## src/rtl/pattern_player.sv

```systemverilog
// pattern_player: walks pattern RAM addresses and holds each captured word for a programmable time.
module pattern_player #(
  parameter int DWIDTH = 16,
  parameter int AWIDTH = 7,
  parameter int CNTW   = 32
) (
  input  logic              clk,
  input  logic              reset,
  input  logic              start,
  input  logic              stop,
  input  logic              loop_en,
  input  logic [AWIDTH:0]   num_entries,
  input  logic [CNTW-1:0]   hold_cycles,
  output logic              rden,
  output logic [AWIDTH-1:0] rdaddr,
  input  logic [DWIDTH-1:0] ram_dout,
  output logic [DWIDTH-1:0] pattern,
  output logic              pattern_strobe,
  output logic              busy,
  output logic              done
);
  typedef enum logic [1:0] {IDLE, READ, CAPTURE, HOLD} state_t;
  localparam logic [AWIDTH:0] DEPTH = {1'b1, {AWIDTH{1'b0}}};
  state_t state;
  logic [AWIDTH-1:0] addr, last, last_n;
  logic [CNTW-1:0] cnt, hold_eff;
  logic loop;
  // counts above the RAM depth clamp to the full depth, i.e. last address all ones
  assign last_n = num_entries >= DEPTH ? '1 : num_entries[AWIDTH-1:0] - AWIDTH'(1);
  assign rdaddr = addr;
  assign busy = state != IDLE;
  always_ff @(posedge clk or posedge reset) begin
    if (reset) begin
      state <= IDLE;
      addr <= '0;
      last <= '0;
      cnt <= '0;
      hold_eff <= '0;
      loop <= 1'b0;
      rden <= 1'b0;
      pattern <= '0;
      pattern_strobe <= 1'b0;
      done <= 1'b0;
    end else begin
      pattern_strobe <= 1'b0;
      done <= 1'b0;
      if (state != IDLE && stop) begin
        state <= IDLE;
        rden <= 1'b0;
      end else begin
        case (state)
          IDLE: if (start && !stop) begin
            if (num_entries != '0) begin
              loop <= loop_en;
              last <= last_n;
              hold_eff <= hold_cycles == '0 ? CNTW'(1) : hold_cycles;
              addr <= '0;
              rden <= 1'b1;
              state <= READ;
            end else begin
              done <= 1'b1;
            end
          end
          READ: begin
            rden <= 1'b0;
            state <= CAPTURE;
          end
          CAPTURE: begin
            pattern <= ram_dout;
            pattern_strobe <= 1'b1;
            cnt <= CNTW'(1);
            state <= HOLD;
          end
          HOLD: if (cnt == hold_eff) begin
            if (addr == last && !loop) begin
              done <= 1'b1;
              state <= IDLE;
            end else begin
              addr <= addr == last ? '0 : addr + AWIDTH'(1);
              rden <= 1'b1;
              state <= READ;
            end
          end else begin
            cnt <= cnt + CNTW'(1);
          end
        endcase
      end
    end
  end
endmodule

```

## config.mk

```make
export PLATFORM = sky130hd
export DESIGN_NAME = pattern_player
export DESIGN_NICKNAME = d
export VERILOG_FILES = /design/src/rtl/pattern_player.sv
export SDC_FILE = /design/constraint.sdc
export NUM_CORES = 1
export LEC_CHECK = 0
export CAP_MARGIN = 20
export CORE_MARGIN = 10
export CORE_UTILIZATION = 34
export CTS_BUF_LIST = sky130_fd_sc_hd__clkbuf_2 sky130_fd_sc_hd__clkbuf_4 sky130_fd_sc_hd__clkbuf_8
export DETAILED_ROUTE_END_ITERATION = 10
export SLEW_MARGIN = 0
export SYNTH_ARGS = -nofsm -noshare
export SYNTH_HDL_FRONTEND = slang
export SYNTH_SLANG_ARGS = --single-unit
```

## constraint.sdc

```tcl
create_clock -name clk -period 9.08 [get_ports clk]
set_input_delay 0.908 -clock clk [delete_from_list [all_inputs] [get_ports clk]]
set_output_delay 0.908 -clock clk [all_outputs]
set_load 0.01 [all_outputs]
```

### Word level (Yosys, flattened, before mapping)

Index checks and enable logic that the tools add are counted.

* ROM bits: 0
* memories: 0
* bits in latches: 0
* bits of input ports: 61
* memory bits (writable): 0
* register bits after elaboration: 100
* output and inout bits: 27

* div/mod/pow operators: 0
* eq/ne operators: 14
* shifts and indexed selects: 0
* bitwise gates (word level): 1
* reduce and logical (&&, ||, !) cells: 18
* add/subtract/negate cells: 3
* multipliers: 0
* magnitude comparators: 1
* multiplexer cells: 30

Operator list (number)
* $mux 32: 2
* $pmux 32 s2: 1
* $mux 7: 6
* $add 32x1->32 const B: 1
* $eq 32x32->1: 1
* $logic_not 32->1: 1
* $pmux 7 s2: 1
* $mux 1: 13
* $ne 3x3->1 const B: 4
* $ne 2x2->1 const B: 5
* $ge 8x8->1 const B: 1
* $mux 2: 4
* $pmux 2 s4: 1
* $reduce_bool 8->1: 1
* $add 7x1->7 const B: 1
* $eq 7x7->1: 1
* $sub 7x1->7 const B: 1
* $reduce_and 3->1: 2
* $reduce_and 6->1: 1
* $reduce_bool 2->1: 3
* $reduce_and 5->1: 1
* $eq 2x2->1 const B: 2
* $reduce_and 4->1: 1
* $reduce_bool 4->1: 1
* other kinds (8): 11

### Longest topological paths before layout

* depth after elaboration: 6
* gate-level depth with buffers: 11
* depth with buffers taken out: 8

### Least setup slack after synthesis

OpenSTA, ideal clock, no wires.

* kind: input port to flip-flop
* start: in num_entries[0]
* end: reg addr[0] (netlist: rdaddr[0])
* required time: 8.955 ns
* data arrival time: 2.671 ns
* slack: 6.285 ns
* buffers on the path: 3
* stages: 10
* cells stage by stage: inv_1 ha_1 or3b_1 clkbuf_1 o21a_1 buf_2 a2bb2oi_1 and4_1 buf_2 mux2_2

* cells in the longest elaborated chain, start to end: 3

Ends and longest elaborated chain
* start, declared: RTL line 12 `input logic [AWIDTH:0] num_entries,`
* $reduce_bool 8->1: RTL line 53 `if (num_entries != '0) begin`
* $ne 2x2->1 (no line)
* $reduce_and 6->1 (no line)
* end signal, assigned: RTL line 79 `addr <= addr == last ? '0 : addr + AWIDTH'(1);`
* end, declared: RTL line 25 `logic [AWIDTH-1:0] addr, last, last_n;`

Every way passes these cells.
A chain may end at the register's enable or synchronous reset.

### Worst setup path after layout

Ends and elaborated chain as after synthesis.

==> metrics.txt <==
# TYPE chip_impl_metric gauge
chip_impl_metric{name="setup_viol",unit=""} 0
chip_impl_info{name="worst_setup_path_end_kind",value="flop"} 1
chip_impl_metric{name="tightest_slew",unit="ns"} 0.920
chip_impl_metric{name="cts_buffers",unit=""} 9
chip_impl_metric{name="globalRoute.totalOverflow",unit=""} 0
chip_impl_metric{name="max_freq",unit="MHz"} 317
chip_impl_metric{name="global_route_wire_length_before_repair",unit="mm"} 23.0
chip_impl_info{name="run_status",value="completed"} 1
chip_impl_metric{name="design.portCount",unit=""} 88
chip_impl_metric{name="setup_total_negative_slack",unit="ns"} 0
chip_impl_metric{name="initial_core_util",unit="%"} 34.6
chip_impl_metric{name="wire_length_per_cell_after_detailed_routing",unit="um"} 18.2
chip_impl_metric{name="p_clk_share",unit="%"} 17.8
chip_impl_metric{name="syn2layout_area_growth",unit="%"} 23.0
chip_impl_metric{name="drv.max_cap_violation_count",unit=""} 0
chip_impl_metric{name="seq_area_frac_synth",unit="%"} 47.6
chip_impl_metric{name="post_synth.cell_area_avg",unit="um^2"} 10.6
chip_impl_metric{name="die_h",unit="um"} 144
chip_impl_metric{name="dr.pass1.iters",unit=""} 4
chip_impl_metric{name="synth-adder-area-share",unit="%"} 1.67
chip_impl_metric{name="detailedRoute.firstIterationViolations",unit=""} 255
chip_impl_metric{name="hold_violations",unit=""} 0
chip_impl_metric{name="clock-sinks",unit=""} 100
chip_impl_metric{name="path_max_fanout",unit=""} 33
chip_impl_metric{name="post_synth_mux_area_share",unit="%"} 11.8
chip_impl_metric{name="switching_share",unit="%"} 34.6
chip_impl_metric{name="ir_drop",unit="uV"} 145
chip_impl_metric{name="proportion_of_register_bits_with_asynchronous_set_or_reset_after_synthesis",unit="%"} 100
chip_impl_metric{name="insertedDiodeCount",unit=""} 0
chip_impl_info{name="crit_path_start_kind",value="input pin"} 1
chip_impl_metric{name="htree_num_levels",unit=""} 3
chip_impl_metric{name="clockBufferDepth",unit=""} 2
chip_impl_metric{name="maxSlewHeadroom",unit="%"} 38.7
chip_impl_metric{name="drive_gt1_share",unit="%"} 15.0
chip_impl_metric{name="detail_route.vias_per_cell",unit=""} 5.33
chip_impl_metric{name="synth_xor_area_share",unit="%"} 7.83
chip_impl_metric{name="number_of_global_route_vias_before_repair",unit=""} 4228
chip_impl_metric{name="port_buffers",unit=""} 87
chip_impl_metric{name="fin_crit",unit="ns"} 3.16
chip_impl_metric{name="detailroute.via_count",unit=""} 4091
chip_impl_metric{name="finalHoldWorstSlack",unit="ns"} 0.515
chip_impl_metric{name="die_area",unit="mm^2"} 0.0208
chip_impl_metric{name="row_count",unit=""} 45
chip_impl_info{name="rsz0062_at_grt",value="no"} 1
chip_impl_info{name="cts_tree",value="built"} 1
chip_impl_metric{name="insertion_delay",unit="ns"} 0.38
chip_impl_metric{name="synth-compound-area-share",unit="%"} 10.0
chip_impl_metric{name="route.antenna.remaining_nets",unit=""} 0
chip_impl_metric{name="nets",unit=""} 643
chip_impl_metric{name="syn_inst",unit=""} 496
chip_impl_metric{name="required",unit="ns"} 9.39
chip_impl_metric{name="ys_ff_latch",unit=""} 100
chip_impl_metric{name="synth_warnings",unit=""} 0
chip_impl_metric{name="total_switching_power",unit="uW"} 526
chip_impl_metric{name="layout_worst_path_cycle_share",unit="%"} 34.8
chip_impl_metric{name="synth.lib_cells_used.distinct",unit=""} 54
chip_impl_metric{name="fin_skew",unit="ns"} 0.0161
chip_impl_info{name="ys_dominant_reg_cell",value="sky130_fd_sc_hd__dfrtp_1"} 1
chip_impl_metric{name="floorplan.die.width",unit="um"} 144
chip_impl_metric{name="grt_max_degree",unit=""} 70
chip_impl_metric{name="cts_resized",unit=""} 0
chip_impl_info{name="worst-setup-path-type",value="in2reg"} 1
chip_impl_metric{name="cts_hold_buf",unit=""} 0
chip_impl_metric{name="synth_enable_flop_cells",unit=""} 0
chip_impl_info{name="synth_top_family_by_area",value="simple AND/OR/NAND/NOR gates"} 1
chip_impl_metric{name="synthesis.nets",unit=""} 564
chip_impl_info{name="hp-class",value="reg2reg"} 1
chip_impl_metric{name="grt_antenna_before_repair",unit=""} 0
chip_impl_metric{name="power.combinational.fraction",unit="%"} 36.2
chip_impl_metric{name="drc_errors",unit=""} 0
chip_impl_metric{name="syn_area",unit="mm^2"} 0.00526
chip_impl_metric{name="power.density",unit="mW/mm^2"} 235
chip_impl_metric{name="gr-usage-all-layers",unit="%"} 14.0
chip_impl_metric{name="total_leakage_power",unit="nW"} 2.82
chip_impl_metric{name="p_int",unit="uW"} 992
chip_impl_metric{name="power.share.sequential",unit="%"} 46.0
chip_impl_info{name="clock-root-buffer",value="sky130_fd_sc_hd__clkbuf_8"} 1
chip_impl_metric{name="worst_setup_hold_path_clk_slew",unit="ns"} 0.09
chip_impl_metric{name="gp_congestion",unit=""} 0.808
chip_impl_metric{name="cts_setup_buffers",unit=""} 0
chip_impl_metric{name="final_slew_viol_count",unit=""} 0
chip_impl_metric{name="dp.final_hpwl",unit="mm"} 10.7
chip_impl_metric{name="post_synth_and_or_nand_nor_area_fraction",unit="%"} 18.1
chip_impl_metric{name="crit_arrival",unit="ns"} 3.47
chip_impl_metric{name="fp.coreArea",unit="mm^2"} 0.0152
chip_impl_metric{name="final_wl",unit="mm"} 14.0
## layout make-up
cell class                      count  area (um^2)
Inverter                           11         43.8
Clock inverter                      5         35.0
Clock buffer                       11          145
Timing Repair Buffer               91          901
Sequential cell                   100         2500
Tap cell                          188          235
Fill cell                        1493         8740
Multi-Input combinational cell    362         2600
## cells by family (layout without fill, tap and decap cells)
| logic type | after synthesis | after routing |
|---|---|---|
| AO/OA/AOI/OAI | 78 | 78 |
| XOR/XNOR | 47 | 47 |
| adder cells (fa/ha/maj) | 7 | 7 |
| buffers and inverters | 34 | 118 |
| flip-flops | 100 | 100 |
| multiplexers | 56 | 56 |
| AND/OR/NAND/NOR | 174 | 174 |
## sequential cells by signal (all words and copies together), names as in the netlist
| signal | count |
|---|---|
| cnt | 32 |
| hold_eff | 32 |
| pattern | 16 |
| last | 7 |
| rdaddr | 7 |
| state | 2 |
| done | 1 |
| loop | 1 |
| pattern_strobe | 1 |
| rden | 1 |
## layer usage
metal  share of wire, %  global-route usage [%]
met2                 45                    20.8
met1                 46                    18.7
met3                7.4                    4.00
met4                1.7                    5.43
met5                  0                       0
## cell usage in the layout (no fill, tap or decap), types with 2 or more instances in the layout
cell                              count
sky130_fd_sc_hd__a21oi_1             16
sky130_fd_sc_hd__a22o_1               3
sky130_fd_sc_hd__a31o_2               2
sky130_fd_sc_hd__a31oi_1             11
sky130_fd_sc_hd__a32oi_1              2
sky130_fd_sc_hd__a41o_1               3
sky130_fd_sc_hd__and3_1               8
sky130_fd_sc_hd__and4_1               3
sky130_fd_sc_hd__buf_4                4
sky130_fd_sc_hd__clkbuf_8            10
sky130_fd_sc_hd__clkdlybuf4s50_1     87
sky130_fd_sc_hd__clkinv_2             2
sky130_fd_sc_hd__dfrtp_1            100
sky130_fd_sc_hd__ha_1                 7
sky130_fd_sc_hd__inv_1               10
sky130_fd_sc_hd__inv_6                2
sky130_fd_sc_hd__mux2_2              50
sky130_fd_sc_hd__mux2i_1              6
sky130_fd_sc_hd__nand2_1             42
sky130_fd_sc_hd__nand2b_1             3
sky130_fd_sc_hd__nand3_1             18
sky130_fd_sc_hd__nand3b_1             3
sky130_fd_sc_hd__nand4_1             12
sky130_fd_sc_hd__nor2_1              31
sky130_fd_sc_hd__nor3_1               5
sky130_fd_sc_hd__nor4_1              20
sky130_fd_sc_hd__o211a_1              2
sky130_fd_sc_hd__o211ai_1             5
sky130_fd_sc_hd__o21a_1               8
sky130_fd_sc_hd__o21ai_0             15
sky130_fd_sc_hd__o31ai_1              3
sky130_fd_sc_hd__or2_2                4
sky130_fd_sc_hd__or3_1                7
sky130_fd_sc_hd__or4_1                7
sky130_fd_sc_hd__xnor2_1              5
sky130_fd_sc_hd__xor2_1              42
## synthesized netlist by cell type (2+ instances only)
master | instances | area share (%)
sky130_fd_sc_hd__xor2_1 | 42 | 7.0
sky130_fd_sc_hd__nor4_1 | 20 | 2.4
sky130_fd_sc_hd__inv_1 | 11 | 0.79
sky130_fd_sc_hd__o211ai_1 | 5 | 0.71
sky130_fd_sc_hd__and4_1 | 3 | 0.50
sky130_fd_sc_hd__nand3_1 | 18 | 1.7
sky130_fd_sc_hd__o21ai_0 | 15 | 1.4
sky130_fd_sc_hd__xnor2_1 | 5 | 0.83
sky130_fd_sc_hd__a32oi_1 | 2 | 0.33
sky130_fd_sc_hd__nor3_1 | 5 | 0.48
sky130_fd_sc_hd__a31o_2 | 2 | 0.33
sky130_fd_sc_hd__or3_1 | 7 | 0.83
sky130_fd_sc_hd__o31ai_1 | 3 | 0.43
sky130_fd_sc_hd__nand4_1 | 12 | 1.4
sky130_fd_sc_hd__dfrtp_1 | 100 | 48
sky130_fd_sc_hd__a21oi_1 | 16 | 1.5
sky130_fd_sc_hd__nand2_1 | 42 | 3.0
sky130_fd_sc_hd__or2_2 | 4 | 0.48
sky130_fd_sc_hd__mux2_2 | 50 | 11
sky130_fd_sc_hd__buf_2 | 8 | 0.76
sky130_fd_sc_hd__mux2i_1 | 6 | 1.1
sky130_fd_sc_hd__nand2b_1 | 3 | 0.36
sky130_fd_sc_hd__a22o_1 | 3 | 0.50
sky130_fd_sc_hd__buf_6 | 2 | 0.43
sky130_fd_sc_hd__clkbuf_1 | 12 | 0.86
sky130_fd_sc_hd__a41o_1 | 3 | 0.57
sky130_fd_sc_hd__nand3b_1 | 3 | 0.43
sky130_fd_sc_hd__o21a_1 | 8 | 1.1
sky130_fd_sc_hd__o211a_1 | 2 | 0.38
sky130_fd_sc_hd__a31oi_1 | 11 | 1.3
sky130_fd_sc_hd__or4_1 | 7 | 1.0
sky130_fd_sc_hd__nor2_1 | 31 | 2.2
sky130_fd_sc_hd__ha_1 | 7 | 1.7
sky130_fd_sc_hd__and3_1 | 8 | 0.95
## power by group through the flow
stage	Combinational, mW	Clock (mW)	Sequential [mW]
final	0.549	0.270	0.698
after global routing	0.611	0.296	0.717
after detailed placement	0.554	0	0.707
after floorplan	0.340	0	0.686
after CTS	0.558	0.279	0.699
after global placement	0.545	0	0.704
## metrics by stage
stage          area (um^2)  power (mW)  setup slack [ns]  util, %  std cells
4_1_cts               6470        1.54              5.92     42.5        768
2_1_floorplan         5260        1.03              5.55        -        496
5_1_grt               6470        1.62              5.72     42.5        768
3_5_place_dp          6290        1.26              5.52     41.3        752
3_3_place_gp          6290        1.25              5.62     41.3        752
6_report              6470        1.52              5.92     42.5        768
## worst max-delay path: stages
cell                              delay, ns
sky130_fd_sc_hd__clkdlybuf4s50_1       0.45
sky130_fd_sc_hd__inv_1                 0.07
sky130_fd_sc_hd__ha_1                  0.17
sky130_fd_sc_hd__or3b_1                0.45
sky130_fd_sc_hd__o21ai_2               0.16
sky130_fd_sc_hd__buf_4                 0.39
sky130_fd_sc_hd__a32oi_1               0.09
sky130_fd_sc_hd__a31oi_1               0.52
sky130_fd_sc_hd__mux2_2                0.27
## worst paths after layout
kind	startpoint	slack, ns	cells past startpoint	to
worst max-delay path	num_entries[0]	5.92	9	rdaddr[0]$_DFFE_PP0P_
worst min-delay path	pattern[2]$_DFFE_PP0P_	0.52	1	pattern[2]$_DFFE_PP0P_
worst max register to register	state[0]$_DFFE_PP0P_	6.25	7	cnt[11]$_DFFE_PP0P_
worst min register to register	pattern[2]$_DFFE_PP0P_	0.52	1	pattern[2]$_DFFE_PP0P_
max in group asynchronous	reset	6.93	3	cnt[16]$_DFFE_PP0P_
min in group asynchronous	reset	0.87	2	pattern[1]$_DFFE_PP0P_
(Power assumes the default switching activity.)
